===== src/rtl/score_display_scan.sv =====
// Time-multiplexed driver for a 4-digit common-anode 7-segment display.
// It latches all four BCD digits once per frame so that a display never shows a torn score.
module score_display_scan #(
   parameter int unsigned SCAN_DIV = 50000,
   parameter int unsigned GUARD    = 500
) (
   input  logic       clk,
   input  logic       rst,
   input  logic [3:0] value1,
   input  logic [3:0] value2,
   input  logic [3:0] value3,
   input  logic [3:0] value4,
   input  logic       blank_lz,
   output logic [3:0] an,
   output logic [7:0] seg,
   output logic       frame_tick
);

   localparam int unsigned CntW = $clog2(SCAN_DIV);
   localparam logic [CntW-1:0] CntMax = CntW'(SCAN_DIV - 1);
   localparam logic [CntW-1:0] GuardC = CntW'(GUARD);

   typedef enum logic {StInit, StScan} state_t;

   state_t              state_q, state_d;
   logic [1:0]          idx_q, idx_d;
   logic [CntW-1:0]     cnt_q, cnt_d;
   logic [3:0][3:0]     snap_q, snap_d;
   logic                blank_q, blank_d;
   logic [3:0]          an_q, an_d;
   logic [7:0]          seg_q, seg_d;
   logic                tick_q, tick_d;
   logic [3:0]          lz;
   logic [3:0]          digit;

   function automatic logic [7:0] seg_code(input logic [3:0] d);
      unique case (d)
         4'd0:    seg_code = 8'hC0;
         4'd1:    seg_code = 8'hF9;
         4'd2:    seg_code = 8'hA4;
         4'd3:    seg_code = 8'hB0;
         4'd4:    seg_code = 8'h99;
         4'd5:    seg_code = 8'h92;
         4'd6:    seg_code = 8'h82;
         4'd7:    seg_code = 8'hF8;
         4'd8:    seg_code = 8'h80;
         4'd9:    seg_code = 8'h90;
         default: seg_code = 8'hBF;
      endcase
   endfunction

   // lz[i]: digit i and every digit to its left are zero; units digit never blanks
   always_comb begin
      lz[0] = (snap_q[0] == 4'd0);
      lz[1] = lz[0] && (snap_q[1] == 4'd0);
      lz[2] = lz[1] && (snap_q[2] == 4'd0);
      lz[3] = 1'b0;
   end

   assign digit = snap_q[idx_q];

   always_comb begin
      state_d = state_q;
      idx_d   = idx_q;
      cnt_d   = cnt_q;
      snap_d  = snap_q;
      blank_d = blank_q;
      tick_d  = 1'b0;
      an_d    = 4'b1111;
      seg_d   = 8'hFF;
      unique case (state_q)
         StInit: begin
            snap_d[0] = value1;
            snap_d[1] = value2;
            snap_d[2] = value3;
            snap_d[3] = value4;
            blank_d   = blank_lz;
            tick_d    = 1'b1;
            idx_d     = 2'd0;
            cnt_d     = '0;
            state_d   = StScan;
         end
         StScan: begin
            if (cnt_q == CntMax) begin
               cnt_d = '0;
               if (idx_q == 2'd3) state_d = StInit;
               else               idx_d   = idx_q + 2'd1;
            end else begin
               cnt_d = cnt_q + 1'b1;
            end
            if ((cnt_q >= GuardC) && !(blank_q && lz[idx_q])) begin
               an_d  = ~(4'b1000 >> idx_q);
               seg_d = seg_code(digit);
            end
         end
         default: state_d = StInit;
      endcase
   end

   always_ff @(posedge clk or posedge rst) begin
      if (rst) begin
         state_q <= StInit;
         idx_q   <= 2'd0;
         cnt_q   <= '0;
         snap_q  <= '0;
         blank_q <= 1'b0;
         an_q    <= 4'b1111;
         seg_q   <= 8'hFF;
         tick_q  <= 1'b0;
      end else begin
         state_q <= state_d;
         idx_q   <= idx_d;
         cnt_q   <= cnt_d;
         snap_q  <= snap_d;
         blank_q <= blank_d;
         an_q    <= an_d;
         seg_q   <= seg_d;
         tick_q  <= tick_d;
      end
   end

   assign an         = an_q;
   assign seg        = seg_q;
   assign frame_tick = tick_q;

endmodule


===== config.mk =====
export PLATFORM = sky130hd
export DESIGN_NAME = score_display_scan
export DESIGN_NICKNAME = d
export VERILOG_FILES = /design/src/rtl/score_display_scan.sv
export SDC_FILE = /design/constraint.sdc
export NUM_CORES = 1
export LEC_CHECK = 0
export ABC_CLOCK_PERIOD_IN_PS = 6100
export CAP_MARGIN = 10
export CORE_MARGIN = 2
export CORE_UTILIZATION = 40
export DETAILED_ROUTE_END_ITERATION = 12
export GPL_TIMING_DRIVEN = 1
export RECOVER_POWER = 100
export SYNTH_ARGS = -nofsm -noshare
export SYNTH_HDL_FRONTEND = slang
export SYNTH_SLANG_ARGS = --single-unit

===== constraint.sdc =====
create_clock -name clk -period 6.1 [get_ports clk]
set_input_delay 0.915 -clock clk [delete_from_list [all_inputs] [get_ports clk]]
set_output_delay 0.915 -clock clk [all_outputs]
set_load 0.01 [all_outputs]

* After elaboration in Yosys (flattened, before gate mapping)
Memory sizes are Yosys's and may differ from the RTL's. Cells that the tools add are included.
Word-level totals: flip-flop bits (word level) 49, bits in read-only memories 112, bits of input ports 19, memories kept 1
Operators by class: add/sub/neg operators 2, order comparisons 2, equality and inequality tests 4, shift-type cells 1, mux-type cells 17, bitwise logic cells 2, reduce and logical (&&, ||, !) cells 9
Memories:
- (no name shown) | depth 16, width 7, rd ports 1, clocked after memory_dff 0, write ports 0, line 37 | unique case (d)
Operator list (number):
- 16-bit case mux with 2 select lines | 1
- 16-bit by 1-bit adder with 16-bit output (second input constant) | 1
- 16-bit == test (second input constant) | 1
- 16-bit by 9-bit greater-or-equal comparator with 1-bit output (second input constant) | 1
- 16-bit two-way mux | 1
- 8-bit two-way mux | 2
- 4-bit logical NOT | 3
- 4-bit two-way mux | 3
- 4-bit binary-select mux with 2-bit select | 1
- 1-bit logical AND | 4
- 1-bit two-way mux | 4
- 2-bit two-way mux | 2
- 4-bit NOT | 1
- 2-bit case mux with 2 select lines | 1
- 4-bit by 2-bit right shift with 4-bit output (first input constant) | 1
- 2-bit by 3-bit less-than comparator with 1-bit output (second input constant) | 1
- 2-bit by 1-bit adder with 2-bit output (second input constant) | 1
- 1-bit binary-select mux with 2-bit select | 1
- 2-bit == test (second input constant) | 1
- 2-bit by 1-bit != test with 1-bit output (second input constant) | 1
- 2-bit != test (second input constant) | 1
- 1-bit case mux with 2 select lines | 1
- 2-bit AND reduction | 1
- 1-bit logical NOT | 1
- 1-bit NOT | 1

* Depth between registers and ports, before layout
depth after elaboration 10, depth in mapped cells 8

* Worst setup path before layout
No wires, ideal clock.
path kind register -> register, start register idx_q[0], end register seg_q[2], in the netlist seg[2], setup time 0.064 ns, data arrival time 1.903 ns, required time 6.036 ns, path slack 4.133 ns, stages on the path, launching flop included 8, buffers on the path 1, path through dfrtp_1 -> clkbuf_1 -> mux4_2 -> inv_1 -> ha_1 -> inv_1 -> or3_1 -> nand3_1
On the way: cells in the longest elaborated chain, start to end 7, elaborated cells on any way between the ends 10, classes of those cells mux (6); reduce/logical (3); memory (1)
Ends and longest elaborated chain:
- start: declaration | line 26 | logic [1:0] idx_q, idx_d;
- start signal: assignment | line 112 | idx_q <= idx_d;
- branches (longest 5 deep; another with memory 16 x 7 bit)
- 8-bit two-way mux * | line 91 | if ((cnt_q >= GuardC) && !(blank_q && lz[idx_q])) begin
- 8-bit two-way mux * | line 71 | unique case (state_q)
- via seg_d[2] | line 31 | logic [7:0] seg_q, seg_d;
- end signal: assignment | line 117 | seg_q <= seg_d;
- end: declaration | line 31
Mark *: on every way through the listed nets, which the timed path passes. The select of a mux whose other input is x is not followed. A chain may end at the register's enable or synchronous reset.

==> results.md <==
| Item | Reported |
| --- | --- |
| Maximum level of the CTS H-tree | 2 |
| Dominant cell type by area after synthesis | dfrtp_1 |
| Filler cell count | 523 |
| Critical Setup Path Class | input pin to asynchronous set/reset pin |
| Die H | 80.73 um |
| Startpoint kind of the worst setup timing path | input pin |
| Avg Synthesized Cell Area | 11.27 um^2 |
| Flip-flop and latch area | 0.001215 mm^2 |
| Count of mapped cells out of synthesis | 209 |
| Setup tns final | 0 ps |
| Synth async-reset ratio | 1.000 |
| Highest achievable clock rate | 379.1 MHz |
| Sequential fraction of the synthesis area | 0.5159 |
| Post-DP HPWL | 3033 um |
| Critical Path AT | 2720 ps |
| Final hold viol count | 0 |
| Period minus WS final | 2638 ps |
| Worst skew pair latency | 290 ps |
| Global route total overflow | 0 |
| Slew Viols, Final | 49 |
| Power per Cell Area | 209.1 mW/mm^2 |
| Clock-pin slew reported for the worst setup and hold paths after clock tree synthesis | 80 ps |
| Final ANT Viol Nets | 0 |
| Failing checks | max-capacitance violations, max-slew violations |
| Cts bufs inserted | 5 |
| Post-Place Cell Area | 0.002696 mm^2 |
| Maximum buffer depth of the clock tree | 2 |
| Vias in the first global route | 1,506 |
| Antenna diode count | 0 |
| Required time worst endpoint | 6180 ps |
| Final worst-path cycle share | 0.4324 |
| Standard-cell row count | 27 |
| CORE AREA | 0.005608 mm^2 |
| Worst path max stage delay | 1240 ps |
| Number of distinct library cells after synthesis | 34 |
| Final Wtd Congestion | 0.8178 |
| Largest net degree at the start of global routing | 49 |
| Hold_buf cts | 0 |
| Highest fanout seen on the critical path | 48 |
| Overall routing resource usage | 0.1503 |
| Max transition margin | -0.1717 |
| TritonCTS clock tree | done |
| Via total after detailed routing | 1,591 |
| Detailed-routing iteration count for the pre-antenna-repair pass | 4 |
| Detail-routed via count per cell | 5.132 |
| RSZ-0062 raised after global routing | false |
| Total nets after synthesis | 239 |
| 1st-iter DRT viols | 67 |
| Max stage delay cell, worst path | inv_1 |
| Cell family with most CP delay | buffers and inverters |
| Num ports | 32 |
| Crit end category | asynchronous set/reset pin |
| Worst min path class | flip-flop to flip-flop |
| Commonest register cell after synthesis | dfrtp_1 |
| Buffer type at the clock tree root | clkbuf_8 |
| Total of max-cap violations | 1 |
| Wire per inst | 13.52 um |
| Die Outline Area | 0.006517 mm^2 |
| Number of instances resized during post-cts repair | 0 |
| Chip width | 80.73 um |
| Nets | 267 |
| Yosys top cell area share | 0.3932 |
| Top cells by area, synth | dfrtp_1 39%, dfstp_2 12%, mux2_2 8.1%, ha_1 5.8%, nand3_1 3.8% |
| #FFs+latches synth | 48 |
| Number of I/O port buffers | 30 |
| VDD IR max | 128.6 uV |
| Transition time at the pin with the least slew margin | 1756 ps |
| Total routed wirelength | 4192 um |
| Summed area of non-filler cells in the final layout | 0.002793 mm^2 |
| Number of warning messages in the yosys log | 0 |
| Most common library cells after synthesis | 37 x dfrtp_1, 18 x nand3_1, 17 x mux2_2, 17 x nor2_1, 14 x inv_1 |
| Utilization after layout | 0.4980 |
| Leakage power summed over all cells | 1.115 nW |
| Number of endpoints failing setup at the final stage | 0 |
| Area Overhead vs Synth | 18.60% |
| TritonCTS Sinks | 48 |
| Area taken by multi-input logic gates | 0.001027 mm^2 |
| Cell-by-cell trace of the critical path | dlygate4sd3_1, inv_1 |
| Post-synthesis instance area | 0.002355 mm^2 |
| Worst path bufs/invs | 2 |
| Post-CTS Setup Repair Bufs | 0 |
| Count leader, synth | dfrtp_1 |
| Number of synthesized flops with an enable pin | 0 |
| Layout Skew | 3.506 ps |
| Antenna violations before repair | 0 |
| Outcome | complete, but fails checks |
| Starting density of the core | 0.4199 |
| Share of cells above drive strength 1 | 0.1723 |
| Global-route wire length before repair | 7452 um |
| Post-route DRC violation count | 0 |
## placed cells by master, fill, tap and decap left out
cell type | synthesis | final
or4b_1 | 1 | 1
and4_1 | 1 | 1
mux4_2 | 4 | 4
o21ai_0 | 6 | 6
nand4_1 | 3 | 3
dfrtp_1 | 37 | 37
and2_0 | 0 | 1
nand3_1 | 18 | 18
xor2_1 | 2 | 2
inv_1 | 14 | 14
and2_1 | 2 | 1
clkdlybuf4s50_1 | 0 | 17
clkinv_2 | 0 | 1
bufinv_16 | 0 | 1
or4_1 | 2 | 3
o21bai_1 | 1 | 1
xnor2_1 | 10 | 10
a21o_1 | 2 | 2
dlygate4sd3_1 | 0 | 13
clkbuf_8 | 0 | 5
dfstp_2 | 11 | 11
or3_1 | 3 | 3
nor4_1 | 8 | 8
mux2_2 | 17 | 17
and3_1 | 2 | 2
o21ba_2 | 1 | 1
and3_2 | 1 | 1
conb_1 | 1 | 1
o211ai_1 | 4 | 4
ha_1 | 11 | 11
nor3_1 | 4 | 4
nor2_1 | 17 | 17
a21oi_1 | 6 | 6
clkbuf_1 | 7 | 1
nand2_1 | 8 | 9
o31ai_1 | 1 | 1
## stage by stage
stage / worst slack (ps) / hold WS [ps] / total power [mW] / instances
after floorplan: 4059 / 449.2 / 0.3518 / 209
after global placement: 3938 / 475.1 / 0.3684 / 302
after detailed placement: 3944 / 483.6 / 0.3689 / 302
after CTS: 3814 / 491.4 / 0.5950 / 310
after global routing: 3037 / 531.8 / 0.6119 / 310
final: 3462 / 487.7 / 0.5840 / 310
## layout make-up
class | count | area share
repair buffers | 30 | 0.1075
inverters | 14 | 0.01882
clock buffers | 6 | 0.02599
well taps | 72 | 0.03226
clock inverters | 2 | 0.01254
multi-input cells | 138 | 0.3678
flip-flops and latches | 48 | 0.4350
## metal layers
layer / vias to the layer above / global-route usage / share of wire
met5: - / 0 / 0
met4: 0 / 0.06102 / 0.016
met3: 8 / 0.03483 / 0.056
met2: 48 / 0.2208 / 0.44
met1: 751 / 0.2144 / 0.49
li1: 784 / - / -
## path summary, 6_finish.rpt
path	from	endpoint	slack, ps	cells past startpoint
max in group clk	seg[1]	seg[1]	3770	1
min in group asynchronous	rst	cnt_q[14]	1610	2
min	cnt_q[0]	cnt_q[0]	490	1
max	rst	idx_q[0]	3460	2
max reg2reg	cnt_q[10]	cnt_q[11]	3840	4
min reg2reg	cnt_q[0]	cnt_q[0]	490	1
## where the power goes
part           leakage, nW  internal [mW]  switching, mW
Clock               0.0552          0.122          0.100
Combinational        0.481         0.0187         0.0148
Sequential           0.578          0.324        0.00440
## flip-flops by register name (all words and copies together), names as in the netlist
signal      cells
blank_q         1
snap_q         16
state_q         1
an              4
cnt_q          16
frame_tick      1
seg             7
idx_q           2
## cell families after synthesis
family,count (synthesis),share of synthesized area
xor+xnor,12,0.04463
mux,21,0.1196
buf+inv,23,0.04304
simple gates,72,0.1615
other cells,1,0.001593
fa+ha+maj,11,0.05845
flops,48,0.5159
compound gates,21,0.05526
No activity file was read; power rests on OpenSTA's default activity.
